File: src/rtl/tri_pkg.sv
// Shared types for the triangle bounding-box scanner: default coordinate width,
// scanner state encoding and a 2-D point.
package tri_pkg;

    localparam int TRI_CW = 12;

    typedef enum logic [1:0] {
        IDLE = 2'd0,
        BBOX = 2'd1,
        SCAN = 2'd2,
        DONE = 2'd3
    } state_t;

    typedef struct packed {
        logic [TRI_CW-1:0] x;
        logic [TRI_CW-1:0] y;
    } point_t;

endpackage

File: src/rtl/min_max3.sv
// Combinational unsigned minimum and maximum of three values.
module min_max3 #(
    parameter int W = 12
)(
    input  logic [W-1:0] a,
    input  logic [W-1:0] b,
    input  logic [W-1:0] c,
    output logic [W-1:0] min_v,
    output logic [W-1:0] max_v
);

    logic [W-1:0] ab_lo;
    logic [W-1:0] ab_hi;

    // NOTE: every always_comb output gets a value on every path, so no latch is inferred.
    always_comb begin
        ab_lo = (a < b) ? a : b;
        ab_hi = (a < b) ? b : a;
        min_v = (ab_lo < c) ? ab_lo : c;
        max_v = (ab_hi > c) ? ab_hi : c;
    end

endmodule

File: src/rtl/tri_bbox_scanner.sv
// Latches a triangle, computes its bounding box and streams every box point
// (row-major) with the external tester's inside flag, counting inside points.
module tri_bbox_scanner
    import tri_pkg::*;
#(
    parameter int CW   = TRI_CW,
    parameter int CNTW = 2*CW+1
)(
    input  logic            clk,
    input  logic            reset,
    input  logic            start,
    input  logic [CW-1:0]   ax,
    input  logic [CW-1:0]   ay,
    input  logic [CW-1:0]   bx,
    input  logic [CW-1:0]   by,
    input  logic [CW-1:0]   cx,
    input  logic [CW-1:0]   cy,
    output logic            busy,
    output logic [CW-1:0]   probe_x,
    output logic [CW-1:0]   probe_y,
    input  logic            probe_in,
    output logic            out_valid,
    input  logic            out_ready,
    output logic [CW-1:0]   out_x,
    output logic [CW-1:0]   out_y,
    output logic            out_inside,
    output logic [CNTW-1:0] hit_count,
    output logic            done
);

    state_t        state;
    logic [CW-1:0] ax_q, ay_q, bx_q, by_q, cx_q, cy_q;
    logic [CW-1:0] xmin, xmax, ymin, ymax;
    logic [CW-1:0] x, y;
    logic [CW-1:0] x_lo, x_hi, y_lo, y_hi;
    logic          xfer;

    min_max3 #(.W(CW)) u_mm_x (.a(ax_q), .b(bx_q), .c(cx_q), .min_v(x_lo), .max_v(x_hi));
    min_max3 #(.W(CW)) u_mm_y (.a(ay_q), .b(by_q), .c(cy_q), .min_v(y_lo), .max_v(y_hi));

    assign probe_x    = x;
    assign probe_y    = y;
    assign out_x      = x;
    assign out_y      = y;
    // The tester answer is passed straight through; it is only meaningful while offering.
    assign out_inside = out_valid & probe_in;
    assign xfer       = out_valid & out_ready;

    // NOTE: sequential state uses non-blocking assignments so every register
    // updates from the same pre-edge values.
    always_ff @(posedge clk) begin
        if (reset) begin
            state     <= IDLE;
            busy      <= 1'b0;
            out_valid <= 1'b0;
            done      <= 1'b0;
            hit_count <= '0;
            x         <= '0;
            y         <= '0;
            // NOTE: the latched triangle and box are plain flops, not RAM, so
            // they are cleared too and nothing from an aborted scan survives.
            ax_q <= '0; ay_q <= '0; bx_q <= '0; by_q <= '0; cx_q <= '0; cy_q <= '0;
            xmin <= '0; xmax <= '0; ymin <= '0; ymax <= '0;
        end else begin
            case (state)
                IDLE: begin
                    done <= 1'b0;
                    if (start) begin
                        ax_q      <= ax;
                        ay_q      <= ay;
                        bx_q      <= bx;
                        by_q      <= by;
                        cx_q      <= cx;
                        cy_q      <= cy;
                        hit_count <= '0;
                        busy      <= 1'b1;
                        state     <= BBOX;
                    end
                end
                BBOX: begin
                    xmin      <= x_lo;
                    xmax      <= x_hi;
                    ymin      <= y_lo;
                    ymax      <= y_hi;
                    x         <= x_lo;
                    y         <= y_lo;
                    out_valid <= 1'b1;
                    state     <= SCAN;
                end
                SCAN: begin
                    if (xfer) begin
                        if (probe_in) begin
                            hit_count <= hit_count + CNTW'(1);
                        end
                        // Compare against the box edge rather than relying on
                        // overflow, so a box touching 2^CW-1 never wraps.
                        if (x != xmax) begin
                            x <= x + CW'(1);
                        end else if (y != ymax) begin
                            x <= xmin;
                            y <= y + CW'(1);
                        end else begin
                            out_valid <= 1'b0;
                            done      <= 1'b1;
                            state     <= DONE;
                        end
                    end
                end
                DONE: begin
                    done  <= 1'b0;
                    busy  <= 1'b0;
                    state <= IDLE;
                end
                default: state <= IDLE;
            endcase
        end
    end

endmodule
File: config.mk
export PLATFORM = sky130hd
export DESIGN_NAME = tri_bbox_scanner
export DESIGN_NICKNAME = d
export VERILOG_FILES = /design/src/rtl/tri_pkg.sv /design/src/rtl/min_max3.sv /design/src/rtl/tri_bbox_scanner.sv
export SDC_FILE = /design/constraint.sdc
export NUM_CORES = 1
export LEC_CHECK = 0
export ABC_AREA = 1
export BUFFER_PORTS_ARGS = -buffer_cell sky130_fd_sc_hd__buf_2
export CAP_MARGIN = 40
export CORE_MARGIN = 1
export CORE_UTILIZATION = 50
export CTS_BUF_LIST = sky130_fd_sc_hd__clkbuf_16
export DETAILED_ROUTE_END_ITERATION = 8
export GPL_TIMING_DRIVEN = 0
export HOLD_SLACK_MARGIN = 0.1
export PLACE_DENSITY = 0.72
export SLEW_MARGIN = 20
export SYNTH_ARGS = -nofsm -noshare
export SYNTH_HDL_FRONTEND = slang
export SYNTH_SLANG_ARGS = --single-unit
File: constraint.sdc
create_clock -name clk -period 4.35 [get_ports clk]
set_clock_uncertainty 0.05 [all_clocks]
set_input_delay 0.87 -clock clk [delete_from_list [all_inputs] [get_ports clk]]
set_output_delay 0.87 -clock clk [all_outputs]
set_load 0.05 [all_outputs]
==> impl_metrics.py, run 1 <==
metrics = {
    "global_routing": {
        "grt_usage_pct": 28.0,
        "antenna_found_initial": 0,
        "grt_pass1_wl_um": 44400,
        "grt_overflow": 0,
        "grt_pass1_vias": 8925,
        "grt_max_degree": 17,
    },
    "synth": {
        "async_flop_share_pct": 0,
        "syn-cell-area_um2": 9880,
        "syn-instance-count": 1433,
        "synth.top_cells.by_area": "dfxtp_1 (33%), a21oi_1 (10%), ha_1 (9.5%)",
        "synth-main-ff-cell": "dfxtp_1",
        "ys_ff_latch": 162,
        "synth_top_cell_by_area": "dfxtp_1",
        "yosysTopAreaCellShare_pct": 32.8,
        "syn_area_per_cell_um2": 6.89,
        "ys_top_cells_by_count": "nand2_1 (235), a21oi_1 (203), o21ai_0 (186), inv_1 (169), dfxtp_1 (162)",
        "synthesis.nets": 1585,
        "synth-edff-count": 0,
        "yosysMostFrequentCell": "nand2_1",
        "yosysSeqAreaShare_pct": 32.8,
        "synth_cell_types": 42,
        "synth_warnings": 0,
    },
    "cells_and_area": {
        "area_growth_pct": 17.3,
        "antennaDiodeCount": 0,
        "fin_util_pct": 59.7,
        "layout-drive-gt1-share_pct": 15.6,
        "finalNetCount": 1756,
    },
    "clock_network": {
        "numCtsBuffers": 17,
        "insertion_delay_ns": 0.44,
        "htreeDepth": 4,
        "clk_pin_slew_ns": 0.07,
        "cts_tree": "built",
        "cts-root-buf": "clkbuf_16",
        "cts_buffer_depth": 2,
        "clock_sinks": 162,
    },
    "critical_path": {
        "path_class": "flip-flop to flip-flop",
        "critPathCaptureType": "flip-flop",
        "critPathArrivalTime_ns": 4.25,
        "required_ns": 4.64,
        "cp_max_fo": 10,
        "start_kind": "flip-flop",
    },
    "die": {
        "die_area_um2": 20300,
        "die_h_um": 143,
        "initial_core_util_pct": 50.9,
        "row_count": 51,
        "coreArea_um2": 19400,
        "ios": 154,
        "die_w_um": 143,
    },
    "sta": {
        "fin_crit_ns": 3.96,
        "setup_viol_count_final": 0,
        "fmax_mhz": 252,
        "period_share_pct": 91.1,
        "drv_slew": 0,
        "worstMarginPinSlew_ns": 0.720,
        "setup_tns_ns": 0,
        "hold_viol": 0,
        "rsz0062_at_grt": "false",
        "relSlewSlack_pct": 52.0,
    },
    "routing": {
        "remaining_drc_errors": 0,
        "drt_iter0_drc": 705,
        "firstDrtPassIters": 6,
        "totalWireLength_um": 27700,
        "vias": 9918,
        "drtAntennaViolNets": 0,
        "viasPerCell": 5.27,
        "avgRoutedWirePerCell_um": 14.7,
    },
    "pwr": {
        "leakage_uw": 0.00535,
        "vdd_drop_max_mv": 0.394,
        "power_density_nw_per_um2": 931,
    },
    "placed_design": {
        "portBuffers": 152,
        "place.gp.congestion": 0.915,
        "hpwlAfterDp_um": 21900,
    },
    "flow_run": {
        "drv_cap": 0,
    },
    "worst_hold_path": {
        "hp-class": "flip-flop to flip-flop",
    },
    "status": {
        "outcome": "complete, no violations",
    },
}
layout by cell type, fill, tap and decap left out, types with 8 or more instances in the layout:
cell | synthesis | routed
nand2_2 | 13 | 13
nor3_1 | 10 | 10
nand4_1 | 12 | 12
xor2_1 | 27 | 27
nor2_1 | 103 | 103
nand3b_1 | 11 | 11
a21oi_1 | 203 | 203
nor4_1 | 8 | 8
clkbuf_1 | 52 | 49
nand2_1 | 235 | 235
o21ai_1 | 8 | 9
dfxtp_1 | 162 | 162
nand3_1 | 63 | 63
o211ai_1 | 12 | 12
buf_2 | 8 | 160
ha_1 | 75 | 75
buf_4 | 26 | 26
o21ai_0 | 186 | 185
clkbuf_16 | 0 | 17
inv_1 | 169 | 169
worst max-delay path, cell delays in order (launching register included):
cell	delay, ns
dfxtp_1	0.33
inv_1	0.07
ha_1	0.29
a21oi_1	0.16
o21ai_0	0.10
nor2_1	0.18
nand2_1	0.10
buf_6	0.15
clkbuf_1	0.24
o21ai_0	0.40
ha_1	0.33
a21oi_1	0.14
nor2_1	0.05
a211oi_1	0.21
o221a_2	0.31
clkbuf_1	0.34
nand3_1	0.17
nand2_1	0.10
nand2_1	0.05
nand2_1	0.07
inv_1	0.04
sequential cells by signal, summed over array words and instances (netlist names), 12 cells and up:
| signal | count |
|---|---|
| cx_q | 12 |
| by_q | 12 |
| xmax | 12 |
| hit_count | 25 |
| ax_q | 12 |
| ymax | 12 |
| out_y | 12 |
| xmin | 12 |
| cy_q | 12 |
| bx_q | 12 |
| out_x | 12 |
| ay_q | 12 |
power by group:
part	switching (uW)	internal (uW)	leakage [uW]
clock	665	909	0.000293
sequential	410	1930	0.00133
combinational	4630	2240	0.00373
total	5710	5080	0.00535
logic make-up (layout without fill, tap and decap cells):
| family | after synthesis | count (layout) | synth area share, % |
|---|---|---|---|
| buf+inv | 267 | 451 | 11.6 |
| compound gates | 432 | 432 | 22.9 |
| mux | 1 | 1 | 0.114 |
| flops | 162 | 162 | 32.8 |
| simple gates | 465 | 465 | 20.3 |
| xor+xnor | 31 | 31 | 2.75 |
| fa+ha+maj | 75 | 75 | 9.50 |
worst paths after layout:
path / from / end / slack (ns) / cells past startpoint
worst max register to register: bx_q[9]$_SDFFE_PP0P_ / xmin[11]$_SDFFE_PP0N_ / 0.39 / 20
worst min-delay path: hit_count[24]$_SDFFE_PP0P_ / hit_count[24]$_SDFFE_PP0P_ / 0.40 / 1
worst min register to register: hit_count[24]$_SDFFE_PP0P_ / hit_count[24]$_SDFFE_PP0P_ / 0.40 / 1
worst max-delay path: bx_q[9]$_SDFFE_PP0P_ / xmin[11]$_SDFFE_PP0N_ / 0.39 / 20
metal layers:
metal  up-vias  wire, um  track usage [%]
li1       5089         -                -
met1      4450     12900             38.2
met2       338     12400             45.2
met3        41      1840             4.34
met4         0       463             8.77
met5         -         0                0
repair_timing:
| action | in CTS | in global routing |
|---|---|---|
| hold buffers | 0 | 0 |
| endpoints found under the setup margin | 0 | 13 |
| setup buffers | 0 | 0 |
| resized for setup | 0 | 7 |
cell type report:
| class | count | area, um^2 |
|---|---|---|
| repair buffers | 152 | 761 |
| fillers | 1896 | 7820 |
| clock buffers | 17 | 425 |
| well taps | 265 | 332 |
| flip-flops and latches | 162 | 3240 |
| inverters | 172 | 646 |
| plain buffers | 95 | 505 |
| multi-input cells | 1004 | 5490 |
| clock inverters | 15 | 183 |
per-stage QoR:
step           total power (uW)  cells  hold WS (ns)  instance area (um^2)  setup WS, ns
2_1_floorplan              7440   1433         0.397                  9880          1.10
3_3_place_gp               8950   1850         0.382                 11000         0.445
3_5_place_dp               9120   1850         0.389                 11000         0.406
4_1_cts                   10700   1882         0.401                 11600         0.366
5_1_grt                   11700   1882         0.412                 11600       0.00801
6_report                  10800   1882         0.401                 11600         0.387
Note: power is estimated with default switching activity, not from simulation.
==> run 2, diff against run 1 <==
--- a/config.mk
+++ b/config.mk
@@ -6,7 +6,7 @@
 export NUM_CORES = 1
 export LEC_CHECK = 0
 export ABC_AREA = 1
-export BUFFER_PORTS_ARGS = -buffer_cell sky130_fd_sc_hd__buf_2
+export BUFFER_PORTS_ARGS = -buffer_cell sky130_fd_sc_hd__buf_4
 export CAP_MARGIN = 40
 export CORE_MARGIN = 1
 export CORE_UTILIZATION = 50
==> impl_metrics.py, run 2 (synthesized netlist as in run 1, its figures left out) <==
metrics = {
    "clock_network": {
        "insertion_delay_ns": 0.43,
        "clk_pin_slew_ns": 0.07,
        "clock_sinks": 162,
        "numCtsBuffers": 17,
        "cts_setup_buffers": 0,
        "cts-root-buf": "clkbuf_16",
        "cts_tree": "built",
        "cts_buffer_depth": 2,
        "htreeDepth": 4,
    },
    "status": {
        "outcome": "complete, no violations",
    },
    "cells_and_area": {
        "largest_reg_flops": 25,
        "num-fill-cells": 1832,
        "finalNetCount": 1756,
        "layout-drive-gt1-share_pct": 15.6,
        "layout_common_cells": "nand2_1 (235), a21oi_1 (203), o21ai_0 (186)",
        "regMostFlops": "hit_count",
        "antennaDiodeCount": 0,
        "layout_commonest_cell": "nand2_1",
        "area_growth_pct": 20.9,
        "fin_util_pct": 61.5,
    },
    "critical_path": {
        "critPathCaptureType": "flip-flop",
        "cp-startpoint": "bx_q[9]$_SDFFE_PP0P_",
        "path_class": "flip-flop to flip-flop",
        "critPathArrivalTime_ns": 4.31,
        "reg2reg_depth": 20,
        "required_ns": 4.64,
        "cp_max_fo": 10,
        "r2r_end": "xmin[4]$_SDFFE_PP0N_",
        "r2r_setup_slack_ns": 0.33,
        "timing.rr.start": "bx_q[9]$_SDFFE_PP0P_",
        "start_kind": "flip-flop",
    },
    "sta": {
        "fin_crit_ns": 4.02,
        "period_share_pct": 92.5,
        "hold_viol": 0,
        "hold_ws_ns": 0.420,
        "relSlewSlack_pct": 54.3,
        "rsz0062_at_grt": "true",
        "fmax_mhz": 249,
        "worstMarginPinSlew_ns": 0.685,
        "setup_viol_count_final": 0,
        "drv_slew": 0,
    },
    "die": {
        "ios": 154,
        "coreArea_um2": 19400,
        "initial_core_util_pct": 50.9,
        "die_w_um": 143,
        "row_count": 51,
        "die_h_um": 143,
        "die_area_um2": 20300,
    },
    "worst_hold_path": {
        "min_delay_path_depth": 1,
        "hp-class": "flip-flop to flip-flop",
        "hold_path_end": "hit_count[24]$_SDFFE_PP0P_",
        "hp-start": "hit_count[24]$_SDFFE_PP0P_",
    },
    "placed_design": {
        "hpwlAfterDp_um": 22100,
        "portBuffers": 152,
        "place.gp.congestion": 0.894,
    },
    "routing": {
        "drtAntennaViolNets": 0,
        "vias": 9930,
        "firstDrtPassIters": 5,
        "totalWireLength_um": 28100,
        "viasPerCell": 5.28,
        "remaining_drc_errors": 0,
        "drt_iter0_drc": 647,
        "avgRoutedWirePerCell_um": 14.9,
    },
    "global_routing": {
        "antenna_found_initial": 0,
        "grt_pass1_vias": 8923,
        "grt_max_degree": 17,
        "grt_usage_pct": 28.3,
        "grt_overflow": 0,
        "grt_pass1_wl_um": 45000,
    },
    "flow_run": {
        "drv_cap": 0,
    },
    "pwr": {
        "leakage_uw": 0.00540,
        "vdd_drop_max_mv": 0.455,
        "power_density_nw_per_um2": 915,
    },
}
-- run 2: cell types whose count changed in the layout (fill, tap and decap cells not counted), sizes merged --
| cell | delta |
|---|---|
| bufinv | -1 |
| clkinvlp | +3 |
| clkinv | -3 |
| inv | +1 |
-- run 2: worst max-delay path, stage by stage (launching register included) --
cell      delay (ns)
dfxtp_1         0.34
inv_1           0.08
ha_1            0.30
a21oi_1         0.15
o21ai_0         0.09
nor2_1          0.20
nand2_1         0.11
buf_6           0.15
clkbuf_2        0.20
o21ai_0         0.39
ha_1            0.33
a21oi_1         0.13
nor2_1          0.06
a211oi_1        0.23
o221a_2         0.34
clkbuf_1        0.35
nand3_1         0.17
nand2_1         0.10
nand2_1         0.05
nand2_1         0.07
inv_1           0.04
-- run 2: power by group --
group          switching, uW  internal [uW]  total (uW)
clock network            661            850        1510
registers                417           1930        2350
logic                   4660           2400        7060
-- run 2: how the worst max path moves through the flow --
stage | to | slack (ns) | cells past startpoint
5_1_grt | xmax[6]$_SDFFE_PP0N_ | -0.04 | 23
3_5_place_dp | xmin[7]$_SDFFE_PP0N_ | 0.32 | 20
4_1_cts | xmin[7]$_SDFFE_PP0N_ | 0.23 | 20
2_1_floorplan | xmax[10]$_SDFFE_PP0N_ | 1.10 | 23
3_3_place_gp | xmin[11]$_SDFFE_PP0N_ | 0.45 | 20
6_report | xmin[4]$_SDFFE_PP0N_ | 0.33 | 20
-- run 2: cell type report --
class                   count  area (um^2)  area share, %
inverters                 172          646           5.41
well taps                 265          332           2.78
plain buffers              95          507           4.24
multi-input cells        1004         5490           46.0
flip-flops and latches    162         3240           27.2
clock buffers              17          425           3.56
clock inverters            15          158           1.32
repair buffers            152         1140           9.56
-- run 2: through the flow --
stage	std cells	power [uW]	area (um^2)	worst slack [ns]	TNS [ns]
after floorplan	1433	7440	9880	1.10	0
after global placement	1850	9140	11300	0.445	0
after detailed placement	1850	9300	11300	0.324	0
after CTS	1882	10800	11900	0.231	0
after global routing	1882	11800	11900	-0.0424	-0.0424
final	1882	10900	11900	0.327	0
-- run 2: per-layer routing --
layer  wire [um]  vias to the layer above  GRT usage [%]  share of wire (%)
li1            -                     5105              -                  -
met4         418                        0           7.47                1.5
met1       13200                     4488           38.1                 47
met3        1700                       34           4.71                6.1
met5           0                        -              0                  0
met2       12800                      303           46.7                 46
-- run 2: repair_timing --
item | 4_1_cts | 5_1_grt
setup endpoints to repair | 0 | 37
hold buffers | 0 | 0
gates resized for setup | 0 | 8
==> run 3, diff against run 2 <==
--- a/config.mk
+++ b/config.mk
@@ -14,7 +14,7 @@
 export DETAILED_ROUTE_END_ITERATION = 8
 export GPL_TIMING_DRIVEN = 0
 export HOLD_SLACK_MARGIN = 0.1
-export PLACE_DENSITY = 0.72
+export PLACE_DENSITY = 0.74
 export SLEW_MARGIN = 20
 export SYNTH_ARGS = -nofsm -noshare
 export SYNTH_HDL_FRONTEND = slang
==> constraint.sdc (replaced) <==
create_clock -name clk -period 3.7 [get_ports clk]
set_clock_uncertainty 0.05 [all_clocks]
set_input_delay 0.74 -clock clk [delete_from_list [all_inputs] [get_ports clk]]
set_output_delay 0.74 -clock clk [all_outputs]
set_load 0.05 [all_outputs]
==> impl_metrics.py, run 3 (synthesized netlist as in run 1, its figures left out) <==
metrics = {
    "status": {
        "outcome": "complete, no violations",
    },
    "die": {
        "row_count": 51,
        "die_h_um": 143,
        "ios": 154,
        "coreArea_um2": 19400,
        "die_w_um": 143,
        "die_area_um2": 20300,
        "initial_core_util_pct": 50.9,
    },
    "placed_design": {
        "placed_cells": 1850,
        "hpwlAfterDp_um": 22100,
        "placed_area_um2": 11300,
        "place.gp.congestion": 0.907,
        "portBuffers": 152,
    },
    "critical_path": {
        "critPathCaptureType": "flip-flop",
        "required_ns": 4.02,
        "cp_max_fo": 10,
        "path_class": "flip-flop to flip-flop",
        "start_kind": "flip-flop",
        "reg2reg_depth": 20,
        "critPathArrivalTime_ns": 3.97,
    },
    "clock_network": {
        "clock_sinks": 162,
        "cts_buffer_depth": 2,
        "clk_pin_slew_ns": 0.06,
        "numCtsBuffers": 17,
        "cts_tree": "built",
        "insertion_delay_ns": 0.44,
        "cts-hold-fix-buffers": 0,
        "htreeDepth": 4,
        "cts-root-buf": "clkbuf_16",
    },
    "cells_and_area": {
        "fin_area_um2": 12200,
        "layout-drive-gt1-share_pct": 18.3,
        "final_cell_count_no_fill": 1892,
        "area_growth_pct": 23.5,
        "regMostFlops": "hit_count",
        "largest_reg_flops": 25,
        "layout_common_cells": "nand2_1 (234), a21oi_1 (198), buf_4 (188)",
        "finalNetCount": 1766,
        "antennaDiodeCount": 0,
        "layout_commonest_cell": "nand2_1",
        "fin_util_pct": 62.9,
    },
    "pwr": {
        "leakage_uw": 0.00549,
        "power.total_uw": 13400,
        "power_density_nw_per_um2": 1100,
        "swShare_pct": 52.4,
        "vdd_drop_max_mv": 0.624,
        "power.switching_uw": 7050,
        "cell_internal_pwr_uw": 6400,
        "pwr-share-seq_pct": 20.6,
        "clock_power_share_pct": 11.9,
        "combPwrFrac_pct": 67.5,
    },
    "worst_hold_path": {
        "min_delay_path_depth": 1,
        "hp-class": "flip-flop to flip-flop",
    },
    "sta": {
        "worstMarginPinSlew_ns": 0.628,
        "fin_crit_ns": 3.65,
        "setup_viol_count_final": 0,
        "fmax_mhz": 274,
        "period_share_pct": 98.8,
        "drv_slew": 0,
        "rsz0062_at_grt": "true",
        "relSlewSlack_pct": 58.2,
        "hold_ws_ns": 0.406,
        "hold_viol": 0,
    },
    "global_routing": {
        "grt_pass1_vias": 8957,
        "grt_max_degree": 17,
        "grt_pass1_wl_um": 44200,
        "grt_overflow": 0,
        "antenna_found_initial": 0,
        "grt_usage_pct": 27.7,
    },
    "routing": {
        "remaining_drc_errors": 0,
        "drt_iter0_drc": 620,
        "totalWireLength_um": 28700,
        "firstDrtPassIters": 5,
        "avgRoutedWirePerCell_um": 15.2,
        "vias": 10100,
        "viasPerCell": 5.33,
        "drtAntennaViolNets": 0,
    },
    "flow_run": {
        "drv_cap": 0,
    },
}
[run 3: cell type report]
class | count | area [um^2]
Fill cell | 1817 | 7200
Sequential cell | 162 | 3250
Timing Repair Buffer | 162 | 1230
Buffer | 94 | 559
Clock buffer | 17 | 425
Tap cell | 265 | 332
Clock inverter | 15 | 95.1
Inverter | 172 | 646
Multi-Input combinational cell | 1005 | 5670
[run 3: per-stage QoR]
| stage | setup TNS, ns | setup slack [ns] |
|---|---|---|
| 6_report | 0 | 0.0459 |
| 5_1_grt | -2.55 | -0.147 |
| 4_1_cts | -0.00861 | -0.00861 |
| 3_5_place_dp | -8.06 | -0.298 |
| 3_3_place_gp | -5.74 | -0.213 |
| 2_1_floorplan | 0 | 0.451 |
[run 3: per-layer routing]
layer	GRT usage, %	part of all wire [%]	up-vias
li1	-	-	5129
met1	37.2	46	4580
met2	46.2	46	329
met3	3.70	6.4	38
met4	8.38	1.5	0
met5	0	0	-
[run 3: power groups by stage]
stage               Combinational, uW  Sequential, uW  Clock [uW]
floorplan                        5610            3140           0
CTS                              8250            2750        1610
detailed placement               8130            2790           0
finish                           9080            2770        1600
global route                     9950            2830        1690
global placement                 7940            2770           0
[run 3: path summary, 6_finish.rpt]
kind	start	to	slack, ns
worst min register to register	hit_count[24]$_SDFFE_PP0P_	hit_count[24]$_SDFFE_PP0P_	0.41
worst min-delay path	hit_count[24]$_SDFFE_PP0P_	hit_count[24]$_SDFFE_PP0P_	0.41
worst max register to register	bx_q[11]$_SDFFE_PP0P_	out_x[5]$_SDFFE_PP0P_	0.05
worst max-delay path	bx_q[11]$_SDFFE_PP0P_	out_x[5]$_SDFFE_PP0P_	0.05
[run 3: what timing repair did]
item / in CTS / in global routing
setup endpoints to repair: 42 / 60
resized for setup: 15 / 84
pin swaps: 1 / 14
gates cloned: 0 / 2
setup buffers: 1 / 8
[run 3: critical path, cell delays in order (launching register included)]
cell	delay (ns)
dfxtp_1	0.34
inv_1	0.11
ha_4	0.29
nand4_1	0.13
nor3_2	0.18
nand2_1	0.10
nand2_1	0.11
buf_6	0.13
clkbuf_4	0.20
nand2_1	0.06
o21ai_1	0.19
ha_1	0.32
a21oi_1	0.14
nor2_1	0.07
a211oi_2	0.24
o221a_2	0.36
nand2_4	0.08
buf_6	0.15
nand2_2	0.07
nand3_1	0.11
a21oi_1	0.15
